### src/rtl/dmem_arb_pkg.sv
// Shared definitions for the data-memory arbiter: funct3 codes, requester ids, helpers.
// Latency: none; pure declarations and combinational functions.
// Backpressure: not applicable.
package dmem_arb_pkg;

    // Width of the DMA starvation counter; sized for DMA_MAX_WAIT up to 15.
    localparam int DMA_WAIT_W = 4;

    // RV32 load funct3 codes.
    localparam logic [2:0] F3_LB  = 3'b000;
    localparam logic [2:0] F3_LH  = 3'b001;
    localparam logic [2:0] F3_LW  = 3'b010;
    localparam logic [2:0] F3_LBU = 3'b100;
    localparam logic [2:0] F3_LHU = 3'b101;

    // RV32 store funct3 codes.
    localparam logic [2:0] F3_SB  = 3'b000;
    localparam logic [2:0] F3_SH  = 3'b001;
    localparam logic [2:0] F3_SW  = 3'b010;

    typedef enum logic {
        REQ_CORE = 1'b0,
        REQ_DMA  = 1'b1
    } req_id_e;

    // Request header without the data word, which is parameter-sized.
    typedef struct packed {
        logic [31:0] addr;
        logic [2:0]  funct3;
        logic        we;
    } req_hdr_t;

    // True when the funct3 code exists for this direction and the address is
    // naturally aligned for the access size.
    function automatic logic access_legal(input logic [2:0] funct3,
                                          input logic       we,
                                          input logic [1:0] addr_lo);
        logic ok;
        case (funct3)
            F3_LB:   ok = 1'b1;                        // also F3_SB
            F3_LH:   ok = !addr_lo[0];                 // also F3_SH
            F3_LW:   ok = (addr_lo == 2'b00);          // also F3_SW
            F3_LBU:  ok = !we;
            F3_LHU:  ok = !we && !addr_lo[0];
            default: ok = 1'b0;
        endcase
        return ok;
    endfunction

    // The memory only sees signed sizes; extension happens on the way back.
    function automatic logic [2:0] mem_funct3_map(input logic [2:0] funct3);
        logic [2:0] f;
        case (funct3)
            F3_LBU:  f = F3_LB;
            F3_LHU:  f = F3_LH;
            default: f = funct3;
        endcase
        return f;
    endfunction

endpackage

### src/rtl/dmem_load_align.sv
// Picks the addressed byte/halfword lane of a memory word and sign/zero-extends it.
// Latency: combinational.
// Backpressure: none; follows the inputs every cycle.
module dmem_load_align
    import dmem_arb_pkg::*;
#(
    parameter int DATA_W = 32
) (
    input  logic [DATA_W-1:0] raw_data,
    input  logic [1:0]        byte_off,
    input  logic [2:0]        funct3,
    output logic [DATA_W-1:0] load_data
);

    logic [7:0]  lane_byte;
    logic [15:0] lane_half;

    // Lane select then extension by access type; word loads pass through untouched.
    always_comb begin
        lane_byte = raw_data[{byte_off, 3'b000} +: 8];
        lane_half = raw_data[{byte_off[1], 4'b0000} +: 16];
        load_data = raw_data;
        case (funct3)
            F3_LB:   load_data = {{(DATA_W-8){lane_byte[7]}}, lane_byte};
            F3_LH:   load_data = {{(DATA_W-16){lane_half[15]}}, lane_half};
            F3_LBU:  load_data = {{(DATA_W-8){1'b0}}, lane_byte};
            F3_LHU:  load_data = {{(DATA_W-16){1'b0}}, lane_half};
            default: load_data = raw_data;
        endcase
    end

endmodule

### src/rtl/dmem_arbiter.sv
// Two-requester (core, DMA) data-memory arbiter with funct3 legality checks; DMA port active only with DMEM_ARB_DMA_EN.
// Latency: mem_* combinational in the grant cycle; response one cycle after the grant.
// Backpressure: req_ready only for the granted requester; core has priority unless DMA has waited DMA_MAX_WAIT cycles.
module dmem_arbiter
    import dmem_arb_pkg::*;
#(
    parameter int DATA_W       = 32,
    parameter int DMA_MAX_WAIT = 8
) (
    input  logic              clk,
    input  logic              rst_n,

    input  logic              core_req_valid,
    output logic              core_req_ready,
    input  logic [31:0]       core_addr,
    input  logic [DATA_W-1:0] core_wdata,
    input  logic [2:0]        core_funct3,
    input  logic              core_we,
    output logic              core_rsp_valid,
    output logic              core_rsp_err,
    output logic [DATA_W-1:0] core_rsp_rdata,

    input  logic              dma_req_valid,
    output logic              dma_req_ready,
    input  logic [31:0]       dma_addr,
    input  logic [DATA_W-1:0] dma_wdata,
    input  logic [2:0]        dma_funct3,
    input  logic              dma_we,
    output logic              dma_rsp_valid,
    output logic              dma_rsp_err,
    output logic [DATA_W-1:0] dma_rsp_rdata,

    output logic [31:0]       mem_address,
    output logic [DATA_W-1:0] mem_write_data,
    output logic [2:0]        mem_funct3,
    output logic              mem_write,
    output logic              mem_read,
    input  logic [DATA_W-1:0] mem_read_data
);

    req_hdr_t          core_hdr;
    req_hdr_t          dma_hdr;
    req_hdr_t          gnt_hdr;
    logic [DATA_W-1:0] gnt_wdata;
    req_id_e           gnt_id;
    logic              core_vld;
    logic              core_gnt;
    logic              dma_gnt;
    logic              any_gnt;
    logic              gnt_legal;
    logic [DATA_W-1:0] ld_data;

    logic              rsp_valid_d, rsp_valid_q;
    logic              rsp_err_d,   rsp_err_q;
    logic [DATA_W-1:0] rsp_rdata_d, rsp_rdata_q;
    req_id_e           rsp_id_d,    rsp_id_q;

    // Valids are masked while reset is held so nothing can be granted then.
    assign core_vld = core_req_valid & rst_n;
    assign core_hdr = '{addr: core_addr, funct3: core_funct3, we: core_we};
    assign dma_hdr  = '{addr: dma_addr,  funct3: dma_funct3,  we: dma_we};

`ifdef DMEM_ARB_DMA_EN
    localparam logic [DMA_WAIT_W-1:0] WAIT_MAX = DMA_WAIT_W'(DMA_MAX_WAIT);

    logic                  dma_vld;
    logic [DMA_WAIT_W-1:0] dma_wait_d, dma_wait_q;

    assign dma_vld = dma_req_valid & rst_n;

    // Core first, unless the DMA has stalled long enough to be owed this slot.
    always_comb begin
        dma_gnt  = dma_vld && (!core_vld || (dma_wait_q == WAIT_MAX));
        core_gnt = core_vld && !dma_gnt;
    end

    // Count consecutive DMA stall cycles; any grant or dropped valid restarts it.
    always_comb begin
        dma_wait_d = '0;
        if (dma_vld && !dma_gnt) begin
            dma_wait_d = (dma_wait_q == WAIT_MAX) ? dma_wait_q
                                                  : dma_wait_q + DMA_WAIT_W'(1);
        end
    end

    // Starvation counter register.
    always_ff @(posedge clk or negedge rst_n) begin
        if (!rst_n) begin
            dma_wait_q <= '0;
        end else begin
            dma_wait_q <= dma_wait_d;
        end
    end

    assign dma_req_ready = dma_gnt;
`else
    // DMA port is inert in this build; its request inputs are deliberately ignored.
    logic                  unused_dma_vld;
    logic [DMA_WAIT_W-1:0] unused_dma_max;

    assign unused_dma_vld = dma_req_valid;
    assign unused_dma_max = DMA_WAIT_W'(DMA_MAX_WAIT);

    // Core owns the memory whenever it asks.
    always_comb begin
        dma_gnt  = 1'b0;
        core_gnt = core_vld;
    end

    assign dma_req_ready = 1'b0;
`endif

    assign core_req_ready = core_gnt;
    assign any_gnt        = core_gnt | dma_gnt;

    // Route the winning request onto the shared datapath.
    always_comb begin
        gnt_hdr   = core_hdr;
        gnt_wdata = core_wdata;
        gnt_id    = REQ_CORE;
        if (dma_gnt) begin
            gnt_hdr   = dma_hdr;
            gnt_wdata = dma_wdata;
            gnt_id    = REQ_DMA;
        end
    end

    assign gnt_legal = any_gnt && access_legal(gnt_hdr.funct3, gnt_hdr.we, gnt_hdr.addr[1:0]);

    // Memory drive; illegal or absent grants raise no strobe.
    always_comb begin
        mem_address    = '0;
        mem_write_data = '0;
        mem_funct3     = '0;
        mem_write      = 1'b0;
        mem_read       = 1'b0;
        if (any_gnt) begin
            mem_address    = gnt_hdr.addr;
            mem_write_data = gnt_wdata;
            mem_funct3     = mem_funct3_map(gnt_hdr.funct3);
            mem_write      = gnt_legal && gnt_hdr.we;
            mem_read       = gnt_legal && !gnt_hdr.we;
        end
    end

    dmem_load_align #(
        .DATA_W    (DATA_W)
    ) u_load_align (
        .raw_data  (mem_read_data),
        .byte_off  (gnt_hdr.addr[1:0]),
        .funct3    (gnt_hdr.funct3),
        .load_data (ld_data)
    );

    // Every grant yields exactly one response next cycle; only legal loads carry data.
    always_comb begin
        rsp_valid_d = any_gnt;
        rsp_err_d   = any_gnt && !gnt_legal;
        rsp_id_d    = gnt_id;
        rsp_rdata_d = '0;
        if (gnt_legal && !gnt_hdr.we) begin
            rsp_rdata_d = ld_data;
        end
    end

    // Response register; reset drops any response still in flight.
    always_ff @(posedge clk or negedge rst_n) begin
        if (!rst_n) begin
            rsp_valid_q <= 1'b0;
            rsp_err_q   <= 1'b0;
            rsp_rdata_q <= '0;
            rsp_id_q    <= REQ_CORE;
        end else begin
            rsp_valid_q <= rsp_valid_d;
            rsp_err_q   <= rsp_err_d;
            rsp_rdata_q <= rsp_rdata_d;
            rsp_id_q    <= rsp_id_d;
        end
    end

    assign core_rsp_valid = rsp_valid_q && (rsp_id_q == REQ_CORE);
    assign core_rsp_err   = core_rsp_valid && rsp_err_q;
    assign core_rsp_rdata = core_rsp_valid ? rsp_rdata_q : '0;

`ifdef DMEM_ARB_DMA_EN
    assign dma_rsp_valid = rsp_valid_q && (rsp_id_q == REQ_DMA);
    assign dma_rsp_err   = dma_rsp_valid && rsp_err_q;
    assign dma_rsp_rdata = dma_rsp_valid ? rsp_rdata_q : '0;
`else
    assign dma_rsp_valid = 1'b0;
    assign dma_rsp_err   = 1'b0;
    assign dma_rsp_rdata = '0;
`endif

endmodule
### config.mk
export PLATFORM = sky130hd
export DESIGN_NAME = dmem_arbiter
export DESIGN_NICKNAME = d
export VERILOG_FILES = /design/src/rtl/dmem_arb_pkg.sv /design/src/rtl/dmem_load_align.sv /design/src/rtl/dmem_arbiter.sv
export SDC_FILE = /design/constraint.sdc
export NUM_CORES = 1
export LEC_CHECK = 0
export CAP_MARGIN = 20
export CORE_AREA = 2 2 120 122
export DETAILED_ROUTE_END_ITERATION = 10
export DIE_AREA = 0 0 122 124
export HOLD_SLACK_MARGIN = 0.08
export PLACE_DENSITY = 0.74
export SYNTH_ARGS = -nofsm -noshare
export SYNTH_HDL_FRONTEND = slang
export SYNTH_SLANG_ARGS = --single-unit
### constraint.sdc
create_clock -name clk -period 1.3 [get_ports clk]
set_input_delay 0.195 -clock clk [delete_from_list [all_inputs] [get_ports clk]]
set_output_delay 0.195 -clock clk [all_outputs]
set_load 0.01 [all_outputs]
==> metrics.md <==
| Metric | Value |
|---|---|
| Status | `complete, but fails checks` |
| Failing checks | `setup timing` |
| Reg power frac | `0.318` |
| Share of cells above drive strength 1 | `0.319` |
| Power Density | `606 mW/mm2` |
| Core Rows | `43` |
| Period minus WS final | `1460 ps` |
| Htree depth | `2` |
| Post-Syn Instances | `335` |
| Avg Vias per Cell | `4.20` |
| Critical path's slowest cell | `dfrtp_2` |
| Post-layout util | `0.410` |
| Comb pwr share | `0.338` |
| Leakage | `0.00296 uW` |
| Register area share after synthesis | `0.318` |
| Netlist Area Pre-Place | `0.00267 mm2` |
| DR iter-0 viols | `126` |
| Ant. Diodes | `0` |
| DRC viols | `0` |
| RSZ-0062 raised after global routing | `true` |
| Hold Vio Cnt, Final | `0` |
| Min-delay src | `core_funct3[1]` |
| Starting Density | `0.195` |
| Req. time, crit path | `1110 ps` |
| Largest net degree at the start of global routing | `45` |
| Kind of critical path | `flop to output port` |
| Remaining antenna violation count | `0` |
| Ordered list of cells on the worst path | `buf_6 > buf_16 > and2_4 > buf_6` |
| Buffers on Ports | `206` |
| Fin crit share | `1.12` |
| Max_cap viols | `0` |
| Worst Hold Class | `primary input to flop` |
| Sw Ratio | `0.278` |
| VDD IR max | `0.453 mV` |
| Post-DP HPWL | `9500 um` |
| Clk buf depth | `2` |
| Worst setup margin | `-155 ps` |
| Root buffer cell | `clkbuf_16` |
| Mean Syn Cell Area | `7.98 um2` |
| Psw | `948 uW` |
| Gr usage total | `0.152` |
| Crit end category | `output port` |
| Slew Viols, Final | `0` |
| Crit path DAT | `1260 ps` |
| GP Congestion | `0.834` |
| Vias | `3,141` |
| TritonCTS clock tree | `built` |
| Final Non-Filler Cells | `747` |
| IO Pins | `311` |
| Synth Flop Type | `dfrtp_1` |
| Int Power | `2460 uW` |
| Post-synth EDFFs | `0` |
| Critical path fanouts, max | `8` |
| Synth top area cells | `dfrtp_1 (32%), and3_1 (15%), buf_4 (9.8%)` |
| Worst Setup SP | `rsp_valid_q` |
| Max Freq | `687 MHz` |
| Vias in the first global route | `3,079` |
| Synth unique cells | `34` |
| Chip width | `122 um` |
| CP startpoint kind | `flop` |
| Die height | `124 um` |
| Core area | `0.0137 mm2` |
| Final nets | `738` |
| Final wirelength | `12,000 um` |
| Worst-path clk slew | `50 ps` |
| Wire length per cell | `16.1 um` |
| Cts bufs inserted | `5` |
| YS warnings | `0` |
| Area Overhead vs Synth | `111%` |
| Cell mode on critical path | `buf_6` |
| Cell taking the most area after synthesis | `dfrtp_1` |
| DR pass1 iterations | `5` |
| Post-synth top area share | `0.318` |
| GR Overflow Total | `0` |
| Register bit total from synthesis | `34` |
| Placed Instances | `726` |
| Clock Power Share | `0.344` |
| Setup WS pre-CTS | `-842 ps` |
| First-pass GRT wire length | `17,500 um` |
| Initial antenna violation count | `0` |
| Slowest stage delay, CP | `450 ps` |
| Final setup fails | `43` |
| Setup TNS | `-3730 ps` |
| Die Area | `0.0151 mm2` |
| Clk sinks | `34` |
| Asr flop ratio synth | `1.00` |
## timing repair
action	CTS	global route
pin swaps	12	8
setup buffers	5	2
setup endpoints to repair	136	85
hold buffers	3	0
gates cloned	4	1
gates resized for setup	345	62
endpoints found under the hold margin	34	0
## cells in the final DEF, fill, tap and decap left out, types with 2 or more instances in the layout
cell | synthesis | final
a21oi_1 | 17 | 10
a21oi_2 | 10 | 15
a21oi_4 | 0 | 2
a221oi_2 | 1 | 7
and2_4 | 0 | 33
and3_1 | 66 | 66
buf_12 | 0 | 5
buf_16 | 0 | 2
buf_2 | 4 | 2
buf_4 | 35 | 28
buf_6 | 2 | 47
buf_8 | 0 | 3
clkbuf_16 | 0 | 7
clkbuf_2 | 0 | 7
clkdlybuf4s15_1 | 0 | 16
clkdlybuf4s15_2 | 0 | 3
clkdlybuf4s50_1 | 0 | 90
conb_1 | 1 | 35
dfrtp_1 | 34 | 33
dlygate4sd2_1 | 0 | 47
dlygate4sd3_1 | 0 | 3
inv_1 | 28 | 28
mux2i_1 | 9 | 7
mux2i_4 | 0 | 2
nand2_1 | 11 | 10
nand2b_1 | 8 | 7
nand3_1 | 7 | 7
nand4b_1 | 2 | 2
nor2_1 | 14 | 12
nor2_4 | 0 | 2
nor3_1 | 8 | 8
o21ai_0 | 2 | 2
## cell usage after synthesis (4+ instances only)
cell / instances
a21oi_1: 17
a21oi_2: 10
a221oi_1: 7
and2_1: 33
and3_1: 66
buf_2: 4
buf_4: 35
clkbuf_1: 22
dfrtp_1: 34
inv_1: 28
mux2i_1: 9
nand2_1: 11
nand2b_1: 8
nand3_1: 7
nor2_1: 14
nor3_1: 8
## area by class of cell
cell class | count | area [um2]
fill | 1370 | 8090
tap | 180 | 225
multi-input combinational | 242 | 1730
timing repair buffer | 255 | 2570
clock inverter | 2 | 12.5
sequential | 34 | 852
clock buffer | 6 | 139
inverter | 28 | 105
## critical path: cells and delay by family, from the launching register on
family	cells	cell delay (ps)
and+or+nand+nor	1	130
DFF	1	450
buffers and inverters	3	400
## power groups by stage
stage | logic [uW] | clock network (uW) | registers, uW
after floorplan | 473 | 0 | 1100
after global placement | 1060 | 0 | 1100
after detailed placement | 1070 | 0 | 1100
after CTS | 1130 | 1200 | 1090
after global routing | 1250 | 1260 | 1090
final | 1150 | 1170 | 1090
## through the flow
| step | power, uW | hold slack (ps) | instance area, um2 |
|---|---|---|---|
| 2_1_floorplan | 1570 | -101 | 2830 |
| 3_3_place_gp | 2160 | 192 | 5000 |
| 3_5_place_dp | 2170 | 195 | 5000 |
| 4_1_cts | 3420 | 332 | 5450 |
| 5_1_grt | 3600 | 332 | 5630 |
| 6_report | 3410 | 328 | 5630 |
## sequential cells by signal, summed over array words and instances, names as in the netlist
name,cells
rsp_rdata_q,32
rsp_err_q,1
rsp_valid_q,1
## routing by layer
metal  up-vias  global-route usage  wire length [um]
met3         5              0.0353               933
met2       160               0.296              6560
li1       1518                   -                 -
met5         -                   0                 0
met1      1458               0.174              4510
met4         0              0.0129                45
## worst paths after layout
check	endpoint	slack [ps]	depth (start not counted)
max in group asynchronous	rsp_valid_q	410	3
setup / recovery	core_rsp_rdata[7]	-160	4
hold / removal	rsp_rdata_q[8]	330	3
min in group asynchronous	rsp_rdata_q[9]	540	3
## cell families after synthesis
family	synth area share
simple gates	0.339
mux	0.0337
flops	0.318
buf+inv	0.187
other cells	0.00140
compound gates	0.120
Note: power is estimated with default switching activity, not from simulation.
